===== config.mk =====
export PLATFORM = sky130hd
export DESIGN_NAME = e203_exu_alu_share_arb_flat
export DESIGN_NICKNAME = d
export VERILOG_FILES = /design/src/rtl/e203_exu_alu_share_arb_if.sv /design/src/rtl/e203_exu_alu_share_arb.sv /design/src/flat_wrapper.sv
export SDC_FILE = /design/constraint.sdc
export NUM_CORES = 1
export LEC_CHECK = 0
export CORE_AREA = 8 8 123 125
export DETAILED_ROUTE_END_ITERATION = 10
export DIE_AREA = 0 0 131 133
export PLACE_DENSITY = 0.64
export SLEW_MARGIN = 20
export SYNTH_ARGS = -nofsm -noshare
export SYNTH_HDL_FRONTEND = slang
export SYNTH_SLANG_ARGS = --single-unit

===== constraint.sdc =====
create_clock -name clk -period 4.85 [get_ports clk]
set_input_delay 0.97 -clock clk [delete_from_list [all_inputs] [get_ports clk]]
set_output_delay 0.97 -clock clk [all_outputs]
set_load 0.005 [all_outputs]

===== src/rtl/e203_exu_alu_share_arb_if.sv =====
// Bundle of both requester handshakes and the shared ALU datapath port.
// The master modport is the arbiter side; the slave modport is the requesters/datapath side.
interface e203_exu_alu_share_arb_if #(
  parameter int XLEN = 32,
  parameter int OP_W = 11
);
  logic            r0_req;
  logic            r0_gnt;
  logic [OP_W-1:0] r0_op;
  logic [XLEN-1:0] r0_op1;
  logic [XLEN-1:0] r0_op2;
  logic [XLEN-1:0] r0_res;

  logic            r1_req;
  logic            r1_lock;
  logic            r1_gnt;
  logic [OP_W-1:0] r1_op;
  logic [XLEN-1:0] r1_op1;
  logic [XLEN-1:0] r1_op2;
  logic [XLEN-1:0] r1_res_q;
  logic            r1_res_vld;

  logic            lock_err;

  logic [OP_W-1:0] dp_op;
  logic [XLEN-1:0] dp_op1;
  logic [XLEN-1:0] dp_op2;
  logic [XLEN-1:0] dp_res;

  modport master (
    input  r0_req, r0_op, r0_op1, r0_op2,
    input  r1_req, r1_lock, r1_op, r1_op1, r1_op2,
    input  dp_res,
    output r0_gnt, r0_res,
    output r1_gnt, r1_res_q, r1_res_vld,
    output lock_err,
    output dp_op, dp_op1, dp_op2
  );

  modport slave (
    output r0_req, r0_op, r0_op1, r0_op2,
    output r1_req, r1_lock, r1_op, r1_op1, r1_op2,
    output dp_res,
    input  r0_gnt, r0_res,
    input  r1_gnt, r1_res_q, r1_res_vld,
    input  lock_err,
    input  dp_op, dp_op1, dp_op2
  );
endinterface


===== src/rtl/e203_exu_alu_share_arb.sv =====
// Shares one ALU datapath between the single-cycle issue path (r0) and the iterative unit (r1):
// fixed r0 priority, r1 starvation override, r1 lock mode with a timeout release.
module e203_exu_alu_share_arb #(
  parameter int XLEN       = 32,
  parameter int OP_W       = 11,
  parameter int STARVE_MAX = 4,
  parameter int LOCK_MAX   = 16
) (
  input  logic                      clk,
  input  logic                      rst,
  e203_exu_alu_share_arb_if.master  bus
);

  localparam logic [1:0] ST_IDLE      = 2'b00;
  localparam logic [1:0] ST_LOCK      = 2'b01;
  localparam logic [3:0] STARVE_MAX_C = 4'(STARVE_MAX);
  localparam logic [7:0] LOCK_MAX_C   = 8'(LOCK_MAX);

  logic [1:0]      state_r;
  logic [1:0]      state_nxt_s;
  logic [3:0]      starve_cnt_r;
  logic [7:0]      lock_cnt_r;
  logic [7:0]      lock_cnt_nxt_s;
  logic            lock_err_r;
  logic            lock_err_nxt_s;
  logic [XLEN-1:0] r1_res_q_r;
  logic            r1_res_vld_r;
  logic            r0_gnt_s;
  logic            r1_gnt_s;
  logic [OP_W-1:0] dp_op_s;
  logic [XLEN-1:0] dp_op1_s;
  logic [XLEN-1:0] dp_op2_s;

  // Grant decode: zero-latency from requests and registered state.
  always_comb begin
    r0_gnt_s = 1'b0;
    r1_gnt_s = 1'b0;
    if (rst) begin
      r0_gnt_s = 1'b0;
      r1_gnt_s = 1'b0;
    end else begin
      case (state_r)
        ST_IDLE: begin
          if (bus.r1_req && (starve_cnt_r == STARVE_MAX_C)) begin
            r1_gnt_s = 1'b1;
          end else if (bus.r0_req) begin
            r0_gnt_s = 1'b1;
          end else if (bus.r1_req) begin
            r1_gnt_s = 1'b1;
          end else begin
            r0_gnt_s = 1'b0;
            r1_gnt_s = 1'b0;
          end
        end
        ST_LOCK: begin
          r1_gnt_s = bus.r1_req;
        end
        default: begin
          r0_gnt_s = 1'b0;
          r1_gnt_s = 1'b0;
        end
      endcase
    end
  end

  // Datapath mux; with no grant every op bit is low so the datapath idles.
  always_comb begin
    dp_op_s  = {OP_W{1'b0}};
    dp_op1_s = {XLEN{1'b0}};
    dp_op2_s = {XLEN{1'b0}};
    if (r0_gnt_s) begin
      dp_op_s  = bus.r0_op;
      dp_op1_s = bus.r0_op1;
      dp_op2_s = bus.r0_op2;
    end else if (r1_gnt_s) begin
      dp_op_s  = bus.r1_op;
      dp_op1_s = bus.r1_op1;
      dp_op2_s = bus.r1_op2;
    end else begin
      dp_op_s  = {OP_W{1'b0}};
      dp_op1_s = {XLEN{1'b0}};
      dp_op2_s = {XLEN{1'b0}};
    end
  end

  // Lock sequencing; the timeout check wins over a continuing locked grant.
  always_comb begin
    state_nxt_s    = state_r;
    lock_cnt_nxt_s = lock_cnt_r;
    lock_err_nxt_s = 1'b0;
    case (state_r)
      ST_IDLE: begin
        if (r1_gnt_s && bus.r1_lock) begin
          state_nxt_s    = ST_LOCK;
          lock_cnt_nxt_s = 8'd1;
        end else begin
          state_nxt_s    = ST_IDLE;
          lock_cnt_nxt_s = lock_cnt_r;
        end
      end
      ST_LOCK: begin
        if (lock_cnt_r == LOCK_MAX_C) begin
          state_nxt_s    = ST_IDLE;
          lock_cnt_nxt_s = 8'd0;
          lock_err_nxt_s = 1'b1;
        end else if ((r1_gnt_s && !bus.r1_lock) || !bus.r1_req) begin
          state_nxt_s    = ST_IDLE;
          lock_cnt_nxt_s = 8'd0;
        end else begin
          state_nxt_s    = ST_LOCK;
          lock_cnt_nxt_s = lock_cnt_r + 8'd1;
        end
      end
      default: begin
        state_nxt_s    = ST_IDLE;
        lock_cnt_nxt_s = 8'd0;
      end
    endcase
  end

  // State, counters and the registered r1 result path.
  always_ff @(posedge clk) begin
    if (rst) begin
      state_r      <= ST_IDLE;
      starve_cnt_r <= 4'd0;
      lock_cnt_r   <= 8'd0;
      lock_err_r   <= 1'b0;
      r1_res_q_r   <= {XLEN{1'b0}};
      r1_res_vld_r <= 1'b0;
    end else begin
      state_r    <= state_nxt_s;
      lock_cnt_r <= lock_cnt_nxt_s;
      lock_err_r <= lock_err_nxt_s;
      if (!bus.r1_req || r1_gnt_s) begin
        starve_cnt_r <= 4'd0;
      end else if (starve_cnt_r != STARVE_MAX_C) begin
        starve_cnt_r <= starve_cnt_r + 4'd1;
      end else begin
        starve_cnt_r <= starve_cnt_r;
      end
      if (r1_gnt_s) begin
        r1_res_q_r   <= bus.dp_res;
        r1_res_vld_r <= 1'b1;
      end else begin
        r1_res_q_r   <= r1_res_q_r;
        r1_res_vld_r <= 1'b0;
      end
    end
  end

  assign bus.r0_gnt     = r0_gnt_s;
  assign bus.r1_gnt     = r1_gnt_s;
  assign bus.r0_res     = bus.dp_res;
  assign bus.r1_res_q   = r1_res_q_r;
  assign bus.r1_res_vld = r1_res_vld_r;
  assign bus.lock_err   = lock_err_r;
  assign bus.dp_op      = dp_op_s;
  assign bus.dp_op1     = dp_op1_s;
  assign bus.dp_op2     = dp_op2_s;

endmodule


===== src/flat_wrapper.sv =====
// flat-port wrapper written by rule: the top's interface ports become plain ports
module e203_exu_alu_share_arb_flat 
#(
  parameter int XLEN       = 32,
  parameter int OP_W       = 11,
  parameter int STARVE_MAX = 4,
  parameter int LOCK_MAX   = 16
)
  (clk, rst, bus_r0_req, bus_r0_op, bus_r0_op1, bus_r0_op2, bus_r1_req, bus_r1_lock, bus_r1_op, bus_r1_op1, bus_r1_op2, bus_dp_res, bus_r0_gnt, bus_r0_res, bus_r1_gnt, bus_r1_res_q, bus_r1_res_vld, bus_lock_err, bus_dp_op, bus_dp_op1, bus_dp_op2);
  e203_exu_alu_share_arb_if #(.XLEN(XLEN), .OP_W(OP_W)) bus_i ();
  input  logic clk;
  input  logic rst;
  input wire logic [$bits(bus_i.r0_req)-1:0] bus_r0_req;
  input wire logic [$bits(bus_i.r0_op)-1:0] bus_r0_op;
  input wire logic [$bits(bus_i.r0_op1)-1:0] bus_r0_op1;
  input wire logic [$bits(bus_i.r0_op2)-1:0] bus_r0_op2;
  input wire logic [$bits(bus_i.r1_req)-1:0] bus_r1_req;
  input wire logic [$bits(bus_i.r1_lock)-1:0] bus_r1_lock;
  input wire logic [$bits(bus_i.r1_op)-1:0] bus_r1_op;
  input wire logic [$bits(bus_i.r1_op1)-1:0] bus_r1_op1;
  input wire logic [$bits(bus_i.r1_op2)-1:0] bus_r1_op2;
  input wire logic [$bits(bus_i.dp_res)-1:0] bus_dp_res;
  output wire logic [$bits(bus_i.r0_gnt)-1:0] bus_r0_gnt;
  output wire logic [$bits(bus_i.r0_res)-1:0] bus_r0_res;
  output wire logic [$bits(bus_i.r1_gnt)-1:0] bus_r1_gnt;
  output wire logic [$bits(bus_i.r1_res_q)-1:0] bus_r1_res_q;
  output wire logic [$bits(bus_i.r1_res_vld)-1:0] bus_r1_res_vld;
  output wire logic [$bits(bus_i.lock_err)-1:0] bus_lock_err;
  output wire logic [$bits(bus_i.dp_op)-1:0] bus_dp_op;
  output wire logic [$bits(bus_i.dp_op1)-1:0] bus_dp_op1;
  output wire logic [$bits(bus_i.dp_op2)-1:0] bus_dp_op2;
  assign bus_i.r0_req = bus_r0_req;
  assign bus_i.r0_op = bus_r0_op;
  assign bus_i.r0_op1 = bus_r0_op1;
  assign bus_i.r0_op2 = bus_r0_op2;
  assign bus_i.r1_req = bus_r1_req;
  assign bus_i.r1_lock = bus_r1_lock;
  assign bus_i.r1_op = bus_r1_op;
  assign bus_i.r1_op1 = bus_r1_op1;
  assign bus_i.r1_op2 = bus_r1_op2;
  assign bus_i.dp_res = bus_dp_res;
  assign bus_r0_gnt = bus_i.r0_gnt;
  assign bus_r0_res = bus_i.r0_res;
  assign bus_r1_gnt = bus_i.r1_gnt;
  assign bus_r1_res_q = bus_i.r1_res_q;
  assign bus_r1_res_vld = bus_i.r1_res_vld;
  assign bus_lock_err = bus_i.lock_err;
  assign bus_dp_op = bus_i.dp_op;
  assign bus_dp_op1 = bus_i.dp_op1;
  assign bus_dp_op2 = bus_i.dp_op2;
  e203_exu_alu_share_arb #(.XLEN(XLEN), .OP_W(OP_W), .STARVE_MAX(STARVE_MAX), .LOCK_MAX(LOCK_MAX)) u_core (.clk(clk), .rst(rst), .bus(bus_i));
endmodule

==> results of run 1 <==
through the flow:
step / cells / power, mW / util / hold WS [ps]
after detailed placement: 796 / 0.837 / 0.460 / 451
after global routing: 803 / 1.22 / 0.471 / 479
after global placement: 796 / 0.836 / 0.460 / 443
after CTS: 803 / 1.18 / 0.471 / 460
final: 803 / 1.16 / 0.471 / 457
after floorplan: 346 / 0.537 / - / 430
power by group:
group | switching, mW | leakage [nW] | internal (mW)
logic | 0.132 | 1.84 | 0.285
registers | 0.00835 | 0.384 | 0.403
clock network | 0.134 | 0.0727 | 0.201
total | 0.274 | 2.30 | 0.889
synth_stat cells, types with 3 or more instances:
cell      number
a21oi_1        3
a22o_1        77
buf_2          6
buf_6          8
ha_1           4
buf_4         38
nor2_1         7
o21ai_0       35
nor3_1         3
dfxtp_1       47
a31oi_1        3
nand3_1        5
inv_1          7
clkbuf_1       7
nand2_1       71
critical path, stage by stage:
cell and delay, ps:
clkdlybuf4s50_1 490, or3b_1 450, a21oi_4 160, buf_12 290
a22o_1 180, clkdlybuf4s50_1 620
worst max path at each step:
stage	end
floorplan	bus_dp_op1[13]
global placement	bus_dp_op2[31]
detailed placement	bus_dp_op2[31]
CTS	bus_dp_op2[31]
global route	bus_dp_op[1]
finish	bus_dp_op[2]
per-layer routing:
layer,GRT usage,up-vias,routed length (um)
met2,0.334,166,8710
met3,0.0723,9,1870
met4,0.0370,0,180
li1,-,1776,-
met1,0.179,1670,5720
met5,0,-,0
cell type report:
cell class | instances | area, um2
fill | 1267 | 6920
timing repair buffer | 333 | 3350
multi-input combinational | 232 | 1480
sequential | 47 | 941
tap | 176 | 220
clock buffer | 6 | 139
inverter | 8 | 30.0
clock inverter | 1 | 5.00
registers in the layout, summed over array words and instances, names as in the netlist:
| name | count |
|---|---|
| u_core.bus.lock_err | 1 |
| u_core.bus.r1_res_vld | 1 |
| u_core.state_r | 1 |
| u_core.starve_cnt_r | 4 |
| u_core.lock_cnt_r | 8 |
| u_core.bus.r1_res_q | 32 |
kinds of logic after synthesis:
| logic type | count (synthesis) | synth area share |
|---|---|---|
| AOI/OAI and AO/OA | 128 | 0.342 |
| xor gates and xnor gates | 1 | 0.00304 |
| adders and majority gates | 4 | 0.0174 |
| buffers and inverters | 67 | 0.160 |
| DFF | 47 | 0.327 |
| muxes | 1 | 0.00348 |
| and+or+nand+nor | 98 | 0.147 |
==> flow_metrics.env, run 1 <==
export IMPL_status="completed"
export IMPL_hold_viol=0
export IMPL_final_common_cell="clkdlybuf4s50_1"
export IMPL_rsz0062_at_grt="no"
export IMPL_end_kind="output pin"
export IMPL_synth_edf_count=0
export IMPL_postCtsResizedCells=0
export IMPL_area_delta_synth_final_pct=114
export IMPL_firstDrtPassIters=6
export IMPL_placed_area_mm2=0.00602
export IMPL_tightestPinTransition_ps=734
export IMPL_clkTransAtPathRegs_ps=60
export IMPL_numCtsBuffers=5
export IMPL_crit_start="rst"
export IMPL_place_ws_ps=664
export IMPL_ys_seq_elements=47
export IMPL_drive_above_1_share=0.0239
export IMPL_cts_tree="built"
export IMPL_port_buffers=329
export IMPL_die_width_um=131
export IMPL_slew_violations=0
export IMPL_r2r_start="u_core.starve_cnt_r[0]"
export IMPL_antenna_found_initial=0
export IMPL_drt_initial_drc_count=166
export IMPL_regToRegSetupSlack_ps=2800
export IMPL_dp_hpwl_um=13900
export IMPL_power_density_mw_per_mm2=189
export IMPL_hold_class="flip-flop to flip-flop"
export IMPL_maxCapViolCount=0
export IMPL_ctsHoldBuffers=0
export IMPL_yosysTopAreaCellShare=0.327
export IMPL_max_freq_ghz=0.239
export IMPL_ys_flop_type="dfxtp_1"
export IMPL_routed_wl_um=16500
export IMPL_final_cell_mix="329 x clkdlybuf4s50_1, 77 x a22o_1, 71 x nand2_1, 47 x dfxtp_1, 35 x o21ai_0"
export IMPL_fin_crit_ps=4180
export IMPL_clock_path_buffers=2
export IMPL_critical_path_class="input pin to output pin"
export IMPL_drc_errors=0
export IMPL_final_area_mm2=0.00617
export IMPL_via_per_inst=4.51
export IMPL_wl_per_cell_um=20.5
export IMPL_arrival_ps=3210
export IMPL_synth_seq_area_share=0.327
export IMPL_skew_ps=2.41
export IMPL_ios=330
export IMPL_yosysWarnings=0
export IMPL_chipHeight_um=133
export IMPL_dieArea_mm2=0.0174
export IMPL_start_kind="input pin"
export IMPL_postSynthNetCount=537
export IMPL_syn_cell_area_mm2=0.00288
export IMPL_grt_first_pass_wirelength_um=23600
export IMPL_ant_nets=0
export IMPL_synth_area_leaders="dfxtp_1 33%, a22o_1 23%, buf_4 9.9%"
export IMPL_grt_ovfl_total=0
export IMPL_hold_start="u_core.bus.r1_res_q[1]"
export IMPL_async_flop_share=0
export IMPL_critPathRequiredTime_ps=3880
export IMPL_core_area_mm2=0.0131
export IMPL_ir_drop_mv=0.119
export IMPL_nets=818
export IMPL_setup_violations=0
export IMPL_gp_congestion=0.935
export IMPL_synthDistinctLibCells=40
export IMPL_hold_depth=2
export IMPL_n_antenna_cell=0
export IMPL_cts_htree_levels=2
export IMPL_yosys_area_top_type="dfxtp_1"
export IMPL_dr_total_vias=3621
export IMPL_worstRegToRegCells=6
export IMPL_total_leakage_power_nw=2.30
export IMPL_post_cts_buffers=0
export IMPL_synth_cells=346
export IMPL_track_usage=0.179
export IMPL_rows=42
export IMPL_setup_slack_ps=665
export IMPL_grt_pass1_vias=3806
export IMPL_start_util=0.220
export IMPL_clock_latency_ps=280
export IMPL_finalCritPeriodShare=0.863
export IMPL_r2r_end="u_core.bus.r1_res_q[16]"
export IMPL_fin_tns_setup_ps=0
export IMPL_avgSynthCellArea_um2=8.32
export IMPL_cts_sinks=47
export IMPL_slew_limit_headroom=0.510
export IMPL_grt_max_degree=77
export IMPL_cp_max_fo=76
export IMPL_cts_root_buf="clkbuf_16"
export IMPL_min_to="u_core.bus.r1_res_q[1]"
Power figures use the tool's default switching activity.
==> inputs of run 2 (changes only) <==
--- a/config.mk
+++ b/config.mk
@@ -5,10 +5,10 @@
 export SDC_FILE = /design/constraint.sdc
 export NUM_CORES = 1
 export LEC_CHECK = 0
-export CORE_AREA = 8 8 123 125
+export CORE_AREA = 8 8 120 122
 export DETAILED_ROUTE_END_ITERATION = 10
-export DIE_AREA = 0 0 131 133
-export PLACE_DENSITY = 0.64
+export DIE_AREA = 0 0 128 130
+export PLACE_DENSITY = 0.67
 export SLEW_MARGIN = 20
 export SYNTH_ARGS = -nofsm -noshare
 export SYNTH_HDL_FRONTEND = slang
==> constraint.sdc (replaced) <==
create_clock -name clk -period 3.97 [get_ports clk]
set_input_delay 0.794 -clock clk [delete_from_list [all_inputs] [get_ports clk]]
set_output_delay 0.794 -clock clk [all_outputs]
set_load 0.005 [all_outputs]
==> run 2 against run 1 <==
Clock skew barely moved. Global-route usage rose by 0.52 points. Routed wire length rose by 1.0%. Hold slack got worse by 1.8 ps. Via count rose by 0.99%. Critical path depth did not move. First-iteration DRC count fell by 28%. Sequential cell count did not move. Clock-buffer cell count rose by 1. Critical path type unchanged. Largest cell class unchanged.
==> flow_metrics.env, run 2 (synthesis gave the netlist of run 1 again) <==
export IMPL_comb_power_share=0.364
export IMPL_chipHeight_um=130
export IMPL_total_leakage_power_nw=2.31
export IMPL_area_delta_synth_final_pct=115
export IMPL_hold_start="u_core.bus.r1_res_q[7]"
export IMPL_slew_limit_headroom=0.501
export IMPL_r2r_start="u_core.starve_cnt_r[0]"
export IMPL_ios=330
export IMPL_numCtsBuffers=5
export IMPL_place_ws_ps=225
export IMPL_hold_class="flip-flop to flip-flop"
export IMPL_seq_area_um2=941
export IMPL_cp_max_fo=76
export IMPL_critical_path_class="input pin to output pin"
export IMPL_cts_sinks=47
export IMPL_clkTransAtPathRegs_ps=60
export IMPL_postCtsResizedCells=0
export IMPL_setup_violations=0
export IMPL_cts_htree_levels=2
export IMPL_critPathRequiredTime_ps=3180
export IMPL_largest_reg_flops=32
export IMPL_max_freq_ghz=0.264
export IMPL_grt_pass1_vias=3806
export IMPL_gp_congestion=1.02
export IMPL_tightestPinTransition_ps=748
export IMPL_ctsHoldBuffers=0
export IMPL_routed_wl_um=16600
export IMPL_switching_share=0.239
export IMPL_grt_first_pass_wirelength_um=23200
export IMPL_maxCapViolCount=0
export IMPL_antenna_found_initial=1
export IMPL_crit_start="rst"
export IMPL_dieArea_mm2=0.0166
export IMPL_fill_cells=1213
export IMPL_intPower_mw=1.08
export IMPL_via_per_inst=4.55
export IMPL_skew_ps=2.37
export IMPL_clock_latency_ps=280
export IMPL_multi_input_area_mm2=0.00148
export IMPL_start_kind="input pin"
export IMPL_dr_total_vias=3657
export IMPL_final_common_cell="clkdlybuf4s50_1"
export IMPL_drc_errors=0
export IMPL_fin_crit_ps=3780
export IMPL_drive_above_1_share=0.0254
export IMPL_finalCritPeriodShare=0.953
export IMPL_slew_violations=0
export IMPL_port_buffers=329
export IMPL_p_seq_frac=0.356
export IMPL_drt_initial_drc_count=120
export IMPL_rsz0062_at_grt="no"
export IMPL_ant_nets=0
export IMPL_die_width_um=128
export IMPL_grt_max_degree=77
export IMPL_hold_viol=0
export IMPL_hold_slack_ps=455
export IMPL_firstDrtPassIters=4
export IMPL_clockPowerShare=0.280
export IMPL_cts_root_buf="clkbuf_16"
export IMPL_post_cts_buffers=0
export IMPL_dp_hpwl_um=14200
export IMPL_core_area_mm2=0.0124
export IMPL_rows=41
export IMPL_arrival_ps=2990
export IMPL_setup_slack_ps=187
export IMPL_grt_ovfl_total=0
export IMPL_ir_drop_mv=0.150
export IMPL_wl_per_cell_um=20.7
export IMPL_status="completed"
export IMPL_end_kind="output pin"
export IMPL_start_util=0.232
export IMPL_clock_path_buffers=2
export IMPL_final_area_mm2=0.00619
export IMPL_nets=820
export IMPL_final_cell_mix="329 x clkdlybuf4s50_1, 77 x a22o_1, 71 x nand2_1, 47 x dfxtp_1, 35 x o21ai_0"
export IMPL_placed_area_mm2=0.00605
export IMPL_p_switching_uw=337
export IMPL_power_density_mw_per_mm2=228
export IMPL_track_usage=0.184
export IMPL_cts_tree="built"
export IMPL_fin_tns_setup_ps=0
run 2: critical path, stage by stage:
cell	delay, ps
clkdlybuf4s50_1	490
or3b_1	450
a21oi_4	160
buf_12	290
a22o_1	210
clkdlybuf4s50_1	540
run 2: stage by stage:
stage | std cells | util | power (mW)
CTS | 802 | 0.498 | 1.43
finish | 803 | 0.498 | 1.41
detailed placement | 794 | 0.487 | 1.03
global route | 803 | 0.498 | 1.48
floorplan | 346 | - | 0.656
global placement | 794 | 0.487 | 1.03
run 2: area by class of cell:
cell class | instances | area share
clock inverter | 1 | 0.000809
sequential | 47 | 0.152
multi-input combinational | 232 | 0.240
tap | 172 | 0.0348
timing repair buffer | 335 | 0.546
clock buffer | 7 | 0.0214
inverter | 8 | 0.00485
antenna | 1 | 0.000405
run 2: metal layers:
layer | GRT usage | routed length (um)
met5 | 0 | 0
met2 | 0.336 | 8520
met3 | 0.0730 | 1950
met1 | 0.194 | 5990
met4 | 0.0455 | 177
run 2: power groups by stage:
stage          sequential [mW]  clock [mW]  combinational (mW)
6_report                 0.503       0.395               0.515
5_1_grt                  0.505       0.424               0.549
4_1_cts                  0.503       0.407               0.519
3_5_place_dp             0.513           0               0.513
3_3_place_gp             0.512           0               0.513
2_1_floorplan            0.514           0               0.142
run 2: final timing paths:
| kind | endpoint | slack [ps] | cells after the start |
|---|---|---|---|
| max reg2reg | u_core.bus.r1_res_q[23] | 1780 | 7 |
| min | u_core.bus.r1_res_q[7] | 450 | 2 |
| max | bus_dp_op2[23] | 190 | 6 |
| min reg2reg | u_core.bus.r1_res_q[7] | 450 | 2 |
==> inputs of run 3 (changes only) <==
--- a/config.mk
+++ b/config.mk
@@ -8,8 +8,10 @@
 export CORE_AREA = 8 8 120 122
 export DETAILED_ROUTE_END_ITERATION = 10
 export DIE_AREA = 0 0 128 130
+export MAX_ROUTING_LAYER = met4
 export PLACE_DENSITY = 0.67
 export SLEW_MARGIN = 20
 export SYNTH_ARGS = -nofsm -noshare
 export SYNTH_HDL_FRONTEND = slang
 export SYNTH_SLANG_ARGS = --single-unit
+export TNS_END_PERCENT = 30
==> run 3 against run 2 <==
Die area unchanged. Combinational power about the same. Largest cell class unchanged. Via count increased by 0.46%. Critical endpoint unchanged. Global-route usage increased by 0.52 points. Core utilization unchanged. Critical path type unchanged. Critical path depth unchanged. Routed wire length about the same.
==> flow_metrics.env, run 3 (synthesis gave the netlist of run 1 again) <==
export IMPL_arrival_ps=2980
export IMPL_gp_congestion=1.04
export IMPL_status="completed"
export IMPL_chipHeight_um=130
export IMPL_setup_violations=0
export IMPL_slew_limit_headroom=0.501
export IMPL_ir_drop_mv=0.152
export IMPL_start_kind="input pin"
export IMPL_fill_cells=1213
export IMPL_cp_max_fo=76
export IMPL_routed_wl_um=16600
export IMPL_final_util=0.498
export IMPL_cts_root_buf="clkbuf_16"
export IMPL_end_kind="output pin"
export IMPL_grt_ovfl_total=0
export IMPL_seq_area_um2=941
export IMPL_crit_path_top_delay_cell="clkdlybuf4s50_1"
export IMPL_clkTransAtPathRegs_ps=60
export IMPL_fin_tns_setup_ps=0
export IMPL_hold_slack_ps=456
export IMPL_post_cts_buffers=0
export IMPL_numCtsBuffers=5
export IMPL_die_width_um=128
export IMPL_hold_class="flip-flop to flip-flop"
export IMPL_critical_path_max_stage_delay_ps=540
export IMPL_rsz0062_at_grt="no"
export IMPL_ant_nets=0
export IMPL_drt_initial_drc_count=130
export IMPL_antenna_found_initial=1
export IMPL_multi_input_area_mm2=0.00148
export IMPL_ios=330
export IMPL_crit_start="rst"
export IMPL_crit_top_cell="clkdlybuf4s50_1"
export IMPL_skew_ps=2.68
export IMPL_postCtsResizedCells=0
export IMPL_finalCritPeriodShare=0.952
export IMPL_firstDrtPassIters=4
export IMPL_wl_per_cell_um=20.7
export IMPL_max_freq_ghz=0.265
export IMPL_cts_sinks=47
export IMPL_core_area_mm2=0.0124
export IMPL_port_buffers=329
export IMPL_power_density_mw_per_mm2=229
export IMPL_fin_crit_ps=3780
export IMPL_cts_htree_levels=2
export IMPL_dp_hpwl_um=14200
export IMPL_critPathRequiredTime_ps=3180
export IMPL_dp_cells=794
export IMPL_fin_cells=803
export IMPL_grt_max_degree=77
export IMPL_final_common_cell="clkdlybuf4s50_1"
export IMPL_critical_path_class="input pin to output pin"
export IMPL_via_per_inst=4.58
export IMPL_path_cells="clkdlybuf4s50_1 > or3b_1 > a21oi_4 > buf_12 > a22o_1 > clkdlybuf4s50_1"
export IMPL_slew_violations=0
export IMPL_ctsHoldBuffers=0
export IMPL_drc_errors=0
export IMPL_total_leakage_power_nw=2.31
export IMPL_maxCapViolCount=0
export IMPL_hold_start="u_core.bus.r1_res_q[15]"
export IMPL_tightestPinTransition_ps=748
export IMPL_dr_total_vias=3674
export IMPL_dieArea_mm2=0.0166
export IMPL_clock_latency_ps=280
export IMPL_cts_tree="built"
export IMPL_rows=41
export IMPL_clock_path_buffers=2
export IMPL_r2r_start="u_core.starve_cnt_r[0]"
export IMPL_track_usage=0.189
export IMPL_hold_viol=0
export IMPL_grt_pass1_vias=3843
export IMPL_largest_reg_flops=32
export IMPL_area_delta_synth_final_pct=115
export IMPL_nets=820
export IMPL_start_util=0.232
export IMPL_drive_above_1_share=0.0254
export IMPL_final_cell_mix="329 x clkdlybuf4s50_1, 77 x a22o_1, 71 x nand2_1, 47 x dfxtp_1, 35 x o21ai_0"
export IMPL_grt_first_pass_wirelength_um=23100
==> run 3: cell counts in the layout (fill, tap and decap cells not counted) <==
No cell type changed its count.
==> run 3: power breakdown <==
part,internal (mW),total (mW),leakage [nW],switching (mW)
clock,0.233,0.397,0.0679,0.164
sequential,0.492,0.503,0.384,0.0108
combinational,0.350,0.515,1.85,0.164
total,1.08,1.41,2.31,0.340
==> run 3: final cells by class <==
| type | count | share of cell area |
|---|---|---|
| diodes | 1 | 0.000405 |
| clock buffers | 7 | 0.0214 |
| clock inverters | 1 | 0.000809 |
| inverters | 8 | 0.00485 |
| multi-input cells | 232 | 0.240 |
| flip-flops and latches | 47 | 0.152 |
| well taps | 172 | 0.0348 |
| repair buffers | 335 | 0.546 |
==> run 3: final timing paths <==
check                            endpoint  slack, ps  depth (start not counted)
setup / recovery           bus_dp_op2[23]        190                          6
hold reg to reg   u_core.bus.r1_res_q[15]        460                          2
hold / removal    u_core.bus.r1_res_q[15]        460                          2
setup reg to reg  u_core.bus.r1_res_q[23]       1790                          7
==> run 3: through the flow <==
| stage | worst slack (ps) | area [um2] | power, mW |
|---|---|---|---|
| detailed placement | 225 | 6050 | 1.03 |
| global placement | 257 | 6050 | 1.03 |
| global route | 71.9 | 6190 | 1.48 |
| CTS | 199 | 6180 | 1.43 |
| floorplan | 1410 | 2880 | 0.656 |
| finish | 192 | 6190 | 1.41 |
==> run 3: worst max-delay path, delay by kind of cell <==
kind                   cells  cell delay, ps
buffers and inverters      3            1320
AND/OR/NAND/NOR            1             450
AO/OA/AOI/OAI              2             370
==> run 3: per-layer routing <==
layer  wire length [um]  vias up  GRT usage
met5                  0        -          -
met4                175        0     0.0455
met3               1670       10     0.0583
met2               8520      197      0.336
met1               6270     1679      0.202
li1                   -     1788          -
